$ cat src/rtl/exec_pkg.sv
// exec_pkg
// Shared definitions for the execute stage: operation codes, carry-select
// codes, the bit positions inside the condition-code register, and a small
// helper that resolves the next carry flag.
package exec_pkg;

    // Operation codes presented on ALUmode
    typedef enum logic [2:0] {
        ALU_ADD  = 3'b000,
        ALU_SUB  = 3'b001,
        ALU_AND  = 3'b010,
        ALU_OR   = 3'b011,
        ALU_NOT  = 3'b100,
        ALU_PASS = 3'b101,
        ALU_MUL  = 3'b110,
        ALU_NOP  = 3'b111
    } alu_mode_e;

    // Carry control presented on carrySelect, applied when an operation retires
    typedef enum logic [1:0] {
        CSEL_KEEP  = 2'b00,
        CSEL_SET   = 2'b01,
        CSEL_OP    = 2'b10,
        CSEL_CLEAR = 2'b11
    } carry_sel_e;

    // Condition-code register layout {C,N,Z}
    localparam int C_BIT = 2;
    localparam int N_BIT = 1;
    localparam int Z_BIT = 0;

    // Operations that produce no carry of their own leave C alone even when
    // the carry is requested from the operation.
    function automatic logic carry_next(input carry_sel_e sel,
                                        input logic       c_old,
                                        input logic       has_c,
                                        input logic       c_op);
        logic c;
        c = c_old;
        case (sel)
            CSEL_KEEP:  c = c_old;
            CSEL_SET:   c = 1'b1;
            CSEL_OP:    c = has_c ? c_op : c_old;
            CSEL_CLEAR: c = 1'b0;
            default:    c = c_old;
        endcase
        return c;
    endfunction

endpackage

$ cat src/rtl/seq_multiplier.sv
// seq_multiplier
// Iterative unsigned shift-add multiplier. A start pulse captures both
// operands; the unit then consumes BPC multiplier bits per cycle for
// MUL_CYCLES cycles. done is raised combinationally during the final
// iteration and product already includes that iteration, so the caller can
// register the product on the same edge that ends the multiply.
// Ports:
//   clk, reset   clock and asynchronous active-low reset
//   start        load operands and begin (ignored while abort is high)
//   abort        drop any multiply in progress
//   op_a, op_b   multiplicand and multiplier, WIDTH bits
//   done         final iteration in progress this cycle
//   product      full 2*WIDTH-bit product, valid while done is high
module seq_multiplier #(
    parameter int WIDTH      = 16,
    parameter int MUL_CYCLES = WIDTH
) (
    input  logic               clk,
    input  logic               reset,
    input  logic               start,
    input  logic               abort,
    input  logic [WIDTH-1:0]   op_a,
    input  logic [WIDTH-1:0]   op_b,
    output logic               done,
    output logic [2*WIDTH-1:0] product
);

    // Multiplier bits retired per cycle, rounded up so every bit is covered
    localparam int BPC   = (WIDTH + MUL_CYCLES - 1) / MUL_CYCLES;
    localparam int CNT_W = (MUL_CYCLES > 1) ? $clog2(MUL_CYCLES) : 1;
    localparam logic [CNT_W-1:0] LAST_CNT = CNT_W'(MUL_CYCLES - 1);

    logic                 active_q, active_d;
    logic [CNT_W-1:0]     count_q, count_d;
    logic [2*WIDTH-1:0]   acc_q, acc_d;
    logic [2*WIDTH-1:0]   mcand_q, mcand_d;
    logic [WIDTH-1:0]     mplier_q, mplier_d;
    logic [2*WIDTH-1:0]   partial;
    logic [2*WIDTH-1:0]   acc_next;

    // One iteration: add the multiplicand shifted by each set bit of the
    // current multiplier chunk.
    always_comb begin
        partial = '0;
        for (int b = 0; b < BPC; b++) begin
            if (mplier_q[b]) begin
                partial = partial + (mcand_q << b);
            end
        end
        acc_next = acc_q + partial;
    end

    assign done    = active_q && (count_q == LAST_CNT);
    assign product = acc_next;

    // Abort wins over start; the running state advances one chunk per cycle
    always_comb begin
        active_d = active_q;
        count_d  = count_q;
        acc_d    = acc_q;
        mcand_d  = mcand_q;
        mplier_d = mplier_q;
        if (abort) begin
            active_d = 1'b0;
        end else if (start) begin
            active_d = 1'b1;
            count_d  = '0;
            acc_d    = '0;
            mcand_d  = {{WIDTH{1'b0}}, op_a};
            mplier_d = op_b;
        end else if (active_q) begin
            if (done) begin
                active_d = 1'b0;
            end else begin
                count_d = count_q + 1'b1;
            end
            acc_d    = acc_next;
            mcand_d  = mcand_q << BPC;
            mplier_d = mplier_q >> BPC;
        end
    end

    always_ff @(posedge clk or negedge reset) begin
        if (!reset) begin
            active_q <= 1'b0;
            count_q  <= '0;
            acc_q    <= '0;
            mcand_q  <= '0;
            mplier_q <= '0;
        end else begin
            active_q <= active_d;
            count_q  <= count_d;
            acc_q    <= acc_d;
            mcand_q  <= mcand_d;
            mplier_q <= mplier_d;
        end
    end

endmodule

$ cat src/rtl/exec_unit.sv
// exec_unit
// Execute stage of the pipelined core. Single-cycle operations retire on
// the edge that accepts them; MUL hands its operands to seq_multiplier and
// holds the unit busy until the product retires. The unit owns the
// condition-code register {C,N,Z}.
// Ports:
//   clk, reset                clock and asynchronous active-low reset
//   in_valid / in_ready       operation handshake; in_ready depends on state only
//   Op1, Op2, ALUmode         operands and operation code
//   carrySelect               carry control applied at retire
//   flush                     synchronous abort, highest priority
//   result_r                  registered result
//   out_valid                 one-cycle pulse when result_r/CCR update
//   conditionCodeRegister_r   {C,N,Z}
//   busy                      MUL in progress
module exec_unit
    import exec_pkg::*;
#(
    parameter int WIDTH      = 16,
    parameter int MUL_CYCLES = WIDTH
) (
    input  logic             clk,
    input  logic             reset,
    input  logic             in_valid,
    output logic             in_ready,
    input  logic [WIDTH-1:0] Op1,
    input  logic [WIDTH-1:0] Op2,
    input  logic [2:0]       ALUmode,
    input  logic [1:0]       carrySelect,
    input  logic             flush,
    output logic [WIDTH-1:0] result_r,
    output logic             out_valid,
    output logic [2:0]       conditionCodeRegister_r,
    output logic             busy
);

    localparam logic [0:0] ST_IDLE = 1'b0;
    localparam logic [0:0] ST_BUSY = 1'b1;

    logic [0:0]         state_q, state_d;
    logic [WIDTH-1:0]   result_q, result_d;
    logic [2:0]         ccr_q, ccr_d;
    logic               out_valid_q, out_valid_d;
    carry_sel_e         sel_q, sel_d;

    alu_mode_e          mode;
    carry_sel_e         csel;
    logic [WIDTH-1:0]   alu_res;
    logic               alu_c;
    logic               alu_has_c;
    logic               alu_upd_zn;

    logic               mul_start;
    logic               mul_done;
    logic [2*WIDTH-1:0] mul_product;

    assign mode = alu_mode_e'(ALUmode);
    assign csel = carry_sel_e'(carrySelect);

    // Builds the next {C,N,Z}; Z and N follow the result only for
    // operations that define them.
    function automatic logic [2:0] ccr_next(input logic [2:0]       ccr_old,
                                            input logic [WIDTH-1:0] res,
                                            input logic             upd_zn,
                                            input logic             has_c,
                                            input logic             c_op,
                                            input carry_sel_e       sel);
        logic [2:0] ccr;
        ccr        = ccr_old;
        ccr[C_BIT] = carry_next(sel, ccr_old[C_BIT], has_c, c_op);
        if (upd_zn) begin
            ccr[N_BIT] = res[WIDTH-1];
            ccr[Z_BIT] = (res == '0);
        end
        return ccr;
    endfunction

    // Combinational ALU for the single-cycle operations. The extra top bit
    // of the SUB difference is set exactly when Op1 < Op2, i.e. the borrow.
    always_comb begin
        alu_res    = '0;
        alu_c      = 1'b0;
        alu_has_c  = 1'b0;
        alu_upd_zn = 1'b0;
        case (mode)
            ALU_ADD: begin
                {alu_c, alu_res} = {1'b0, Op1} + {1'b0, Op2};
                alu_has_c  = 1'b1;
                alu_upd_zn = 1'b1;
            end
            ALU_SUB: begin
                {alu_c, alu_res} = {1'b0, Op1} - {1'b0, Op2};
                alu_has_c  = 1'b1;
                alu_upd_zn = 1'b1;
            end
            ALU_AND: begin
                alu_res    = Op1 & Op2;
                alu_upd_zn = 1'b1;
            end
            ALU_OR: begin
                alu_res    = Op1 | Op2;
                alu_upd_zn = 1'b1;
            end
            ALU_NOT: begin
                alu_res    = ~Op1;
                alu_upd_zn = 1'b1;
            end
            ALU_PASS: alu_res = Op2;
            ALU_NOP:  alu_res = result_q;
            default:  alu_res = result_q;
        endcase
    end

    // Control: flush dominates everything; while busy only the multiplier
    // retire can update the outputs; while idle an offered operation is
    // either retired immediately or launched into the multiplier, whose
    // carry control is held until it retires.
    always_comb begin
        state_d     = state_q;
        result_d    = result_q;
        ccr_d       = ccr_q;
        out_valid_d = 1'b0;
        sel_d       = sel_q;
        mul_start   = 1'b0;
        if (flush) begin
            state_d = ST_IDLE;
        end else if (state_q == ST_BUSY) begin
            if (mul_done) begin
                result_d    = mul_product[WIDTH-1:0];
                ccr_d       = ccr_next(ccr_q, mul_product[WIDTH-1:0], 1'b1, 1'b1,
                                       |mul_product[2*WIDTH-1:WIDTH], sel_q);
                out_valid_d = 1'b1;
                state_d     = ST_IDLE;
            end
        end else if (in_valid) begin
            if (mode == ALU_MUL) begin
                mul_start = 1'b1;
                sel_d     = csel;
                state_d   = ST_BUSY;
            end else begin
                result_d    = alu_res;
                ccr_d       = ccr_next(ccr_q, alu_res, alu_upd_zn, alu_has_c, alu_c, csel);
                out_valid_d = 1'b1;
            end
        end
    end

    always_ff @(posedge clk or negedge reset) begin
        if (!reset) begin
            state_q     <= ST_IDLE;
            result_q    <= '0;
            ccr_q       <= 3'b000;
            out_valid_q <= 1'b0;
            sel_q       <= CSEL_KEEP;
        end else begin
            state_q     <= state_d;
            result_q    <= result_d;
            ccr_q       <= ccr_d;
            out_valid_q <= out_valid_d;
            sel_q       <= sel_d;
        end
    end

    seq_multiplier #(
        .WIDTH      (WIDTH),
        .MUL_CYCLES (MUL_CYCLES)
    ) u_mul (
        .clk     (clk),
        .reset   (reset),
        .start   (mul_start),
        .abort   (flush),
        .op_a    (Op1),
        .op_b    (Op2),
        .done    (mul_done),
        .product (mul_product)
    );

    assign in_ready                = (state_q == ST_IDLE);
    assign busy                    = (state_q == ST_BUSY);
    assign result_r                = result_q;
    assign out_valid               = out_valid_q;
    assign conditionCodeRegister_r = ccr_q;

endmodule

$ cat config.mk
export PLATFORM = sky130hd
export DESIGN_NAME = exec_unit
export DESIGN_NICKNAME = d
export VERILOG_FILES = /design/src/rtl/exec_pkg.sv /design/src/rtl/seq_multiplier.sv /design/src/rtl/exec_unit.sv
export SDC_FILE = /design/constraint.sdc
export NUM_CORES = 1
export LEC_CHECK = 0
export ABC_CLOCK_PERIOD_IN_PS = 3940
export CORE_MARGIN = 3
export CORE_UTILIZATION = 55
export DETAILED_ROUTE_END_ITERATION = 16
export PLACE_DENSITY = 0.82
export SLEW_MARGIN = 40
export SYNTH_ARGS = -nofsm -noshare
export SYNTH_HDL_FRONTEND = slang
export SYNTH_SLANG_ARGS = --single-unit
export TNS_END_PERCENT = 30
$ cat constraint.sdc
create_clock -name clk -period 3.94 [get_ports clk]
set_input_delay 0.394 -clock clk [delete_from_list [all_inputs] [get_ports clk]]
set_output_delay 0.394 -clock clk [all_outputs]
set_load 0.005 [all_outputs]
==> results of run 1 <==
[registers in the layout, indices dropped and copies added, names as in the netlist]
| register | flops |
|---|---|
| u_mul.mplier_q | 16 |
| u_mul.mcand_q | 32 |
| out_valid | 1 |
| conditionCodeRegister_r | 3 |
| sel_q | 2 |
| u_mul.count_q | 4 |
| result_r | 16 |
| busy | 1 |
| u_mul.active_q | 1 |
| u_mul.acc_q | 32 |
[worst paths after layout]
path,from,to,depth (start not counted)
max,u_mul.mplier_q[0]$_DFFE_PN0P_,conditionCodeRegister_r[2]$_DFFE_PN0P_,13
min,reset,u_mul.acc_q[18]$_DFFE_PN0P_,1
max reg2reg,u_mul.mplier_q[0]$_DFFE_PN0P_,conditionCodeRegister_r[2]$_DFFE_PN0P_,13
max in group asynchronous,reset,result_r[9]$_DFFE_PN0P_,2
min in group clk,u_mul.mplier_q[6]$_DFFE_PN0P_,u_mul.mplier_q[6]$_DFFE_PN0P_,2
min reg2reg,u_mul.mplier_q[6]$_DFFE_PN0P_,u_mul.mplier_q[6]$_DFFE_PN0P_,2
[cells in the mapped netlist (all sizes together), types with 27 or more instances]
| master | n | area, µm² |
|---|---|---|
| nand2 | 128 | 480 |
| dfrtp | 108 | 2700 |
| o21ai | 105 | 526 |
| ha | 83 | 1040 |
| a21oi | 72 | 360 |
| nor2 | 66 | 248 |
| clkbuf | 58 | 219 |
| inv | 57 | 214 |
| and2 | 38 | 239 |
| a22o | 35 | 307 |
| a22oi | 32 | 240 |
| a211oi | 27 | 208 |
[metrics by stage]
stage               hold WS [ns]  utilization
detailed placement         0.471        0.628
CTS                        0.120        0.648
floorplan                 0.0984            -
global placement           0.465        0.628
finish                    0.0998        0.650
global route               0.138        0.650
[metal layers]
layer,global-route usage,vias to the layer above,share of wire
li1,-,4376,-
met1,0.454,4493,0.46
met2,0.493,399,0.44
met3,0.0438,52,0.076
met4,0.0931,0,0.025
met5,0,-,0
[layout make-up]
type / count / area (µm²)
tap: 220 / 275
timing repair buffer: 113 / 1010
fill: 1452 / 5850
sequential: 108 / 2700
multi-input combinational: 923 / 6320
clock buffer: 12 / 246
clock inverter: 4 / 80.1
inverter: 59 / 221
[power groups by stage]
stage | Combinational, mW | Sequential, mW | Clock [mW]
after floorplan | 0.862 | 1.46 | 0
after global placement | 1.31 | 1.51 | 0
after CTS | 1.35 | 1.49 | 1.03
after detailed placement | 1.34 | 1.51 | 0
final | 1.38 | 1.50 | 1.01
after global routing | 1.52 | 1.52 | 1.08
[cells by family (layout without fill, tap and decap cells)]
family | Yosys count | count (layout)
multiplexers | 29 | 29
AO/OA/AOI/OAI | 409 | 409
flip-flops | 108 | 108
adder cells (fa/ha/maj) | 86 | 86
XOR/XNOR | 28 | 28
AND/OR/NAND/NOR | 371 | 371
buffers and inverters | 123 | 188
==> results by group, run 1 <==
Setup path
  – Startpoint kind of the worst setup timing path: register
  – Largest delay share family, worst path: simple AND/OR/NAND/NOR gates
  – Dominant cell type by count on the critical path: sky130_fd_sc_hd__buf_4
  – Largest stage delay on the critical path: around 0.50 ns
  – Register-to-register setup slack: roughly 0.14 ns
  – Type of the worst setup path: register to register
  – Critical path cell sequence: buf_4 > and2_1 > ha_1 > and3_4 > a221o_1 > a22o_1 > or4_4 > a31oi_1 > o2111ai_1 > or4_1 > nor4_2 > buf_4 > nor2_1
  – Kind of end point of the critical path: register
  – Highest net fanout along the worst path: 17
  – Number of buffers and inverters on the critical path: 2
  – Arrival time at the worst endpoint: 4.04 ns
  – Worst path required time: 4.18 ns
  – CP max stage cell: sky130_fd_sc_hd__or4_4

Detailed routing
  – Number of vias after detailed routing: ~9300
  – Number of design-rule violations left by the first detailed-router iteration: 831
  – 1st-pass router iterations: 5
  – WL/cell: between 20 and 25 µm
  – Number of design rule violations left after detail routing: 0
  – Antenna viol nets, final: 0
  – Routed vias/inst: roughly 6.5
  – Total routed wirelength: 29.3 mm

STA
  – Final worst path period need: about 3.8 ns
  – Ratio of final minimum period to clock period: 0.966
  – Slew headroom: 0.492
  – Highest attainable clock frequency: 0.263 GHz
  – Setup repair after global routing missed its margin: false
  – Slew Limit Fails: 0
  – Final setup violation count: 0
  – Slew @ Worst Pin: about 0.76 ns
  – Summed negative setup slack over all endpoints: 0 ns
  – Worst Skew: approximately 0.011 ns
  – Minimum setup slack in the final design: roughly 0.14 ns
  – Fin. Hold Viols: 0

Placed design
  – Placer's final routability congestion estimate: roughly 1.0
  – Placed Instances: roughly 1400
  – DPL Wire Length: around 22 mm
  – Number of port buffers: 62
  – Dpl cell area: about 10000 µm²
  – Setup Slack @ Placement: roughly 0.1 ns

Power
  – PD cells: ~360 nW/µm²
  – Proportion of power drawn by combinational gates: 0.354
  – Relative contribution of sequential cells to total power: 0.385
  – Net Switching: between 1 and 1.5 mW
  – Internal power contribution: 2.49 mW
  – Leakage power: 4.99 nW
  – Pwr Total: about 3.9 mW
  – Max VDD drop: between 0.0002 and 0.0003 V
  – Power share of the clock group: 0.261
  – Switching portion of total power: 0.358

GRT
  – Vias in the first global route: roughly 8700
  – Largest net degree at the start of global routing: roughly 80
  – Wire length of the first global-routing pass: about 47 mm
  – GRT Resource Usage Total: 0.315
  – Antenna violations before repair: 1
  – Gr ovfl total: 0

Synth
  – Sequential cell area fraction in the yosys report: 0.286
  – Mapped Avg Cell Area: 8.18 µm²
  – Post-synthesis cell type count: 76
  – Number of instances in the synthesized netlist: roughly 1200
  – Register bit total from synthesis: between 100 and 150
  – Simple-gate share of the synthesized area: 0.198
  – Dominant combinational cell family by area after synthesis: compound AO/OA/AOI/OAI gates
  – Async set or reset register ratio after synthesis: 1.00
  – Most used DFF post-synth: sky130_fd_sc_hd__dfrtp_1
  – Multiplexer share of the synthesized area: 0.0354
  – Netlist area before placement: between 9000 and 10000 µm²
  – Fraction of the mapped netlist area in adder cells: 0.116
  – Yosys warning count: 0
  – Number of synthesized flops with an enable pin: 0
  – Parity-gate share of the synthesized area counting xor and xnor cells: 0.0260
  – Mapped Nets: between 1000 and 1500
  – Area fraction in compound gates after synthesis: 0.289

Run
  – Max-cap violations: 0

Clock network
  – CTS Buf Count: 9
  – Total of hold buffers inserted after clock tree synthesis: 0
  – Number of buffers on the longest clock path: 2
  – Num Clock Sinks: between 100 and 150
  – CTS root buffer: sky130_fd_sc_hd__clkbuf_16
  – Clock slew at reported path FFs: roughly 0.080 ns
  – Count of instances resized after the clock tree is built: 0
  – CTS tree: done
  – Buffers inserted by post-CTS timing repair: 0
  – H-tree levels: 3
  – Clock insertion delay at the later pin of the skew report: around 0.35 ns

Die
  – I/O Pins: between 60 and 70
  – Die span in x: 137 µm
  – Overall die area: 18800 µm²
  – Core Box Area: 16700 µm²
  – Count of standard-cell rows: 47
  – Effective utilization at floorplan: 0.565
  – Chip Height: between 100 and 150 µm

Worst hold path
  – Class of the most critical hold timing path: input pin to async pin

Cells and area
  – Final cell area excluding filler cells: between 10000 and 15000 µm²
  – Most common cell after layout, fill and taps aside: sky130_fd_sc_hd__nand2_1
  – Number of diodes added for antenna fixing: 0
  – Synth-to-Final Area Change: 15.0%
  – Final #Nets: between 1000 and 1500
  – Share of post-route cells with drive strength above 1: 0.0919
  – Non-Filler Instances: 1439
  – Commonest cells after routing, fill and taps aside: sky130_fd_sc_hd__nand2_1, sky130_fd_sc_hd__dfrtp_1, sky130_fd_sc_hd__o21ai_0, sky130_fd_sc_hd__ha_1, sky130_fd_sc_hd__a21oi_1

Outcome
  – Result of the run: completed
Note: power is estimated with default switching activity, not from simulation.
==> run 2, diff against run 1 <==
--- a/config.mk
+++ b/config.mk
@@ -6,6 +6,7 @@
 export NUM_CORES = 1
 export LEC_CHECK = 0
 export ABC_CLOCK_PERIOD_IN_PS = 3940
+export CAP_MARGIN = 30
 export CORE_MARGIN = 3
 export CORE_UTILIZATION = 55
 export DETAILED_ROUTE_END_ITERATION = 16
==> results of run 2 <==
No change in the layout: final DEF, timing and power equal those of run 1.
==> run 3, diff against run 2 <==
--- a/config.mk
+++ b/config.mk
@@ -7,10 +7,13 @@
 export LEC_CHECK = 0
 export ABC_CLOCK_PERIOD_IN_PS = 3940
 export CAP_MARGIN = 30
+export CELL_PAD_IN_SITES_DETAIL_PLACEMENT = 1
+export CELL_PAD_IN_SITES_GLOBAL_PLACEMENT = 2
 export CORE_MARGIN = 3
-export CORE_UTILIZATION = 55
+export CORE_UTILIZATION = 37
 export DETAILED_ROUTE_END_ITERATION = 16
-export PLACE_DENSITY = 0.82
+export PLACE_DENSITY = 0.89
+export SETUP_SLACK_MARGIN = 0.2
 export SLEW_MARGIN = 40
 export SYNTH_ARGS = -nofsm -noshare
 export SYNTH_HDL_FRONTEND = slang
==> run 3 against run 2 <==
- worst setup slack better by 0.24 ns
- flip-flop and latch count stayed put
- design area is 3.9% higher
- wire length is 18% higher
- global-route usage is 7.0 points lower
- final cell count is 8.5% higher
- core utilization is 19 points lower
- clock power hardly changed
- die area is 46% higher
- non-clock buffer count is 19 higher
- largest power group unchanged
==> results by group, run 3 (synthesized netlist as in run 1, its figures left out) <==
Die
  – I/O Pins: 63
  – Chip Height: between 150 and 200 µm
  – Effective utilization at floorplan: 0.383
  – Die span in x: approximately 170 µm
  – Count of standard-cell rows: 57
  – Core Box Area: 24700 µm²
  – Overall die area: between 20000 and 30000 µm²

Detailed routing
  – Number of design rule violations left after detail routing: 0
  – Antenna viol nets, final: 0
  – Total routed wirelength: around 35 mm
  – Routed vias/inst: about 6.0
  – Number of vias after detailed routing: about 9400
  – 1st-pass router iterations: 5
  – WL/cell: roughly 22 µm
  – Number of design-rule violations left by the first detailed-router iteration: 700

Power
  – Leakage power: about 5.1 nW
  – Max VDD drop: approximately 0.00022 V
  – PD cells: between 300 and 400 nW/µm²

Cells and area
  – Non-Filler Instances: 1562
  – Number of diodes added for antenna fixing: 0
  – Final cell area excluding filler cells: 11300 µm²
  – Synth-to-Final Area Change: 19.4%
  – Post-Route Utilization: 0.457
  – Most common cell after layout, fill and taps aside: sky130_fd_sc_hd__nand2_1
  – Final #Nets: about 1400
  – Commonest cells after routing, fill and taps aside: sky130_fd_sc_hd__nand2_1, sky130_fd_sc_hd__dfrtp_1, sky130_fd_sc_hd__o21ai_0, sky130_fd_sc_hd__ha_1, sky130_fd_sc_hd__a21oi_1
  – Biggest registers after layout: u_mul.acc_q (32), u_mul.mcand_q (32)
  – Share of post-route cells with drive strength above 1: 0.121

Outcome
  – Result of the run: completed

Placed design
  – DPL Wire Length: roughly 26 mm
  – Placer's final routability congestion estimate: slightly above 0.9
  – Dpl cell area: 10800 µm²
  – Placed Instances: between 1500 and 2000
  – Number of port buffers: a little over 60

GRT
  – Gr ovfl total: 0
  – Vias in the first global route: just under 10000
  – Wire length of the first global-routing pass: roughly 55 mm
  – Largest net degree at the start of global routing: 62
  – GRT Resource Usage Total: 0.245
  – Antenna violations before repair: 0

Setup path
  – Worst path required time: 4.18 ns
  – Kind of end point of the critical path: register
  – Startpoint kind of the worst setup timing path: register
  – Type of the worst setup path: register to register
  – Highest net fanout along the worst path: 16
  – Arrival time at the worst endpoint: 3.81 ns

Clock network
  – CTS Buf Count: 9
  – Clock insertion delay at the later pin of the skew report: between 0.3 and 0.4 ns
  – CTS tree: done
  – H-tree levels: 3
  – Total of hold buffers inserted after clock tree synthesis: 0
  – Number of buffers on the longest clock path: 2
  – Num Clock Sinks: around 110
  – Clock slew at reported path FFs: roughly 0.08 ns
  – CTS root buffer: sky130_fd_sc_hd__clkbuf_16

Worst hold path
  – Class of the most critical hold timing path: input pin to async pin

STA
  – Worst Skew: roughly 0.015 ns
  – Highest attainable clock frequency: 0.280 GHz
  – Fin. Hold Viols: 0
  – Slew headroom: 0.490
  – Slew @ Worst Pin: 0.765 ns
  – Setup repair after global routing missed its margin: true
  – Final setup violation count: 0
  – Summed negative setup slack over all endpoints: 0 ns
  – Ratio of final minimum period to clock period: 0.905
  – Slew Limit Fails: 0
  – Final worst path period need: 3.57 ns

Run
  – Max-cap violations: 0
## run 3: changes by cell type in the layout (fill, tap and decap cells not counted), moves of 3 or more
cell	previous run	this run
sky130_fd_sc_hd__o21ai_1	0	4
sky130_fd_sc_hd__ha_2	1	5
sky130_fd_sc_hd__ha_4	0	3
sky130_fd_sc_hd__buf_12	1	4
sky130_fd_sc_hd__ha_1	82	75
sky130_fd_sc_hd__buf_4	51	67
sky130_fd_sc_hd__o21ai_0	104	100
## run 3: worst paths after layout
kind,endpoint,slack [ns],depth (start not counted),from
min,u_mul.acc_q[27]$_DFFE_PN0P_,0.06,1,reset
min in group clk,u_mul.mplier_q[3]$_DFFE_PN0P_,0.49,2,u_mul.mplier_q[3]$_DFFE_PN0P_
min reg2reg,u_mul.mplier_q[3]$_DFFE_PN0P_,0.49,2,u_mul.mplier_q[3]$_DFFE_PN0P_
max,conditionCodeRegister_r[2]$_DFFE_PN0P_,0.37,13,u_mul.mplier_q[0]$_DFFE_PN0P_
max reg2reg,conditionCodeRegister_r[2]$_DFFE_PN0P_,0.37,13,u_mul.mplier_q[0]$_DFFE_PN0P_
max in group asynchronous,u_mul.acc_q[10]$_DFFE_PN0P_,3.06,2,reset
## run 3: through the flow
| step | power, mW | setup WS [ns] | hold slack (ns) |
|---|---|---|---|
| after floorplan | 2.32 | 0.445 | 0.0984 |
| after global placement | 2.90 | 0.173 | 0.463 |
| after detailed placement | 2.95 | 0.0933 | 0.472 |
| after CTS | 4.01 | 0.226 | 0.0850 |
| after global routing | 4.26 | 0.195 | 0.0976 |
| final | 4.02 | 0.373 | 0.0554 |
## run 3: layer usage
layer | up-vias | global-route usage | share of wire
li1 | 4411 | - | -
met1 | 4745 | 0.355 | 0.49
met2 | 200 | 0.394 | 0.46
met3 | 34 | 0.0312 | 0.036
met4 | 0 | 0.0546 | 0.017
met5 | - | 0 | 0
## run 3: cell type report
class                      count  area, µm²
clock inverter                 7        103
inverter                      59        221
multi-input combinational    923       6430
clock buffer                   9        225
sequential                   108       2700
fill                        2957      13400
tap                          324        405
timing repair buffer         132       1190
## run 3: power breakdown
group | internal, mW | switching [mW] | leakage [nW]
Clock | 0.519 | 0.503 | 0.160
Sequential | 1.32 | 0.197 | 1.42
Combinational | 0.641 | 0.839 | 3.48
## run 3: worst max-delay path, cell delays in order, from the launching register on
cell and delay, ns:
sky130_fd_sc_hd__dfrtp_2 0.45, sky130_fd_sc_hd__buf_12 0.16, sky130_fd_sc_hd__and2_1 0.16, sky130_fd_sc_hd__ha_2 0.33, sky130_fd_sc_hd__and3_4 0.18, sky130_fd_sc_hd__a221o_1 0.35
sky130_fd_sc_hd__a22o_1 0.25, sky130_fd_sc_hd__or4_4 0.49, sky130_fd_sc_hd__a31oi_1 0.19, sky130_fd_sc_hd__o2111ai_1 0.13, sky130_fd_sc_hd__or4_4 0.45, sky130_fd_sc_hd__nor4_4 0.13
sky130_fd_sc_hd__buf_4 0.14, sky130_fd_sc_hd__nor2_1 0.03
## run 3: repair_timing
item,CTS,global route
pin swaps,1,6
setup buffers,1,2
gates resized for setup,10,21
endpoints found under the setup margin,1,2
==> RTL change: new RTL, flow settings as in run 2 <==
Register the input `ALUmode` before use. The logic sees it one clock later. The other inputs are not delayed to match.
--- a/src/rtl/exec_unit.sv
+++ b/src/rtl/exec_unit.sv
@@ -37,6 +37,12 @@
     localparam logic [0:0] ST_IDLE = 1'b0;
     localparam logic [0:0] ST_BUSY = 1'b1;
 
+    logic [2:0] ALUmode_q;
+
+    always_ff @(posedge clk) begin
+        ALUmode_q <= ALUmode;
+    end
+
     logic [0:0]         state_q, state_d;
     logic [WIDTH-1:0]   result_q, result_d;
     logic [2:0]         ccr_q, ccr_d;
@@ -54,7 +60,7 @@
     logic               mul_done;
     logic [2*WIDTH-1:0] mul_product;
 
-    assign mode = alu_mode_e'(ALUmode);
+    assign mode = alu_mode_e'(ALUmode_q);
     assign csel = carry_sel_e'(carrySelect);
 
     // Builds the next {C,N,Z}; Z and N follow the result only for
Function: changed (Yosys sat finds a counterexample within 4 cycles, from zero or initial values and one cycle with reset low).
==> RTL change against run 2 <==
Clock power is 7% higher; area after synthesis is 2.5% lower; cell area is 2.7% lower; worst setup slack better by 140 ps; routed wire length is 7.5% lower; sequential cell count is 3 higher; power is 6.7% lower; critical endpoint unchanged; global-route usage is 1.7 points lower; largest cell class unchanged.
==> RTL change: results <==
export IMPL_grt_max_degree=58
export IMPL_hpwl_mm=20.28
export IMPL_cts_resized_gates=0
export IMPL_place_ws_ps=58.38
export IMPL_clkSlewWorstSetupHoldPaths_ps=80
export IMPL_drt_first_pass_iters=8
export IMPL_hp_class="in -> async"
export IMPL_grt_pass1_wl_mm=43.84
export IMPL_grt_total_usage_pct=29.76
export IMPL_relSlewSlack_pct=48.08
export IMPL_synth_fp_nets=1240
export IMPL_postPlaceCellArea_sq_mm=0.01021
export IMPL_synthTopCellsByArea="dfrtp_1 29%, ha_1 11%, o21ai_0 5.1%, nand2_1 4.9%, a21oi_1 4.1%"
export IMPL_skew_ps=11.18
export IMPL_synth_compound_area_share_pct=26.83
export IMPL_drive_gt1_share_pct=8.014
export IMPL_critPathArrivalTime_ps=3900
export IMPL_async_flop_share_pct=97.30
export IMPL_p_sw_share_pct=33.46
export IMPL_synth_adder_area_share_pct=11.93
export IMPL_grt_antenna_before_repair=0
export IMPL_htreeDepth=3
export IMPL_hold_buffers=0
export IMPL_drt_iter0_markers=831
export IMPL_p_leak_uw=0.004787
export IMPL_io_buffers=62
export IMPL_synth_xor_area_share_pct=3.996
export IMPL_seqCellArea_sq_mm=0.002763
export IMPL_cts_inserted_buffers=9
export IMPL_synth_cell_type_count=76
export IMPL_reg2reg_from="u_mul.mplier_q[0]"
export IMPL_wire_per_inst_um=19.49
export IMPL_synthTopCellsByCount="121 x nand2_1, 108 x dfrtp_1, 94 x o21ai_0"
export IMPL_r2r_slack_ps=280
export IMPL_synth_seq_area_share_pct=30.01
export IMPL_yosys_warnings=0
export IMPL_vdd_drop_max_v=0.0002640
export IMPL_fillerInstances=1372
export IMPL_gp_congestion=0.9836
export IMPL_insertion_delay_ps=370
export IMPL_grt_pass1_vias=8567
export IMPL_crit_fanout=12
export IMPL_synth_edff_count=0
export IMPL_r2r_cells=14
export IMPL_nNetsFinal=1295
export IMPL_viasPerCell=6.369
export IMPL_status="finished clean"
export IMPL_synthMuxAreaShare_pct=3.452
-- RTL change: metrics by stage --
step	hold slack, ps	std cells
5_1_grt	144.7	1389
6_report	93.74	1389
3_3_place_gp	461.5	1373
3_5_place_dp	471.2	1373
4_1_cts	114.7	1389
2_1_floorplan	98.41	1113
-- RTL change: cell type report --
cell class | instances | area share, %
repair buffers | 112 | 9.524
well taps | 216 | 2.559
clock buffers | 9 | 2.132
inverters | 68 | 2.416
flip-flops and latches | 111 | 26.16
clock inverters | 7 | 1.185
multi-input cells | 866 | 56.03
-- RTL change: worst max-delay path, stage by stage (launching register included) --
cell and delay [ps]:
dfrtp_1 420, buf_4 190, and2_1 160, ha_1 400, a21oi_1 320, o211ai_1 190
a32oi_1 200, nand3b_1 190, o21ai_1 380, nor4_1 100, a211oi_1 350, nand4_1 140
nor4_1 240, buf_4 180, a21oi_1 60
-- RTL change: metal layers --
layer / vias to the layer above / GRT usage [%] / share of wire (%)
li1: 4133 / - / -
met1: 4265 / 42.32 / 46
met2: 382 / 45.74 / 44
met3: 66 / 5.163 / 7.1
met4: 0 / 10.92 / 3.2
met5: - / 0 / 0
-- RTL change: worst max path at each step --
stage | startpoint | end | slack, ps
after CTS | u_mul.mplier_q[0] | conditionCodeRegister_r[2] | 350
after global routing | u_mul.mplier_q[0] | conditionCodeRegister_r[2] | 70
final | u_mul.mplier_q[0] | conditionCodeRegister_r[2] | 280
after detailed placement | Op1[0] | conditionCodeRegister_r[0] | 60
after floorplan | u_mul.mplier_q[0] | conditionCodeRegister_r[2] | 870
after global placement | Op1[0] | conditionCodeRegister_r[0] | 100
-- RTL change: logic make-up after synthesis --
family,after synthesis
AND/OR/NAND/NOR,339
adder cells (fa/ha/maj),86
flip-flops,111
XOR/XNOR,42
buffers and inverters,136
multiplexers,25
AO/OA/AOI/OAI,374
-- RTL change: power groups by stage --
| stage | combinational, uW | clock, uW | sequential (uW) |
|---|---|---|---|
| 6_report | 1080 | 1080 | 1470 |
| 5_1_grt | 1180 | 1130 | 1480 |
| 3_3_place_gp | 1030 | 0 | 1480 |
| 2_1_floorplan | 664 | 0 | 1430 |
| 4_1_cts | 1060 | 1100 | 1460 |
| 3_5_place_dp | 1060 | 0 | 1480 |
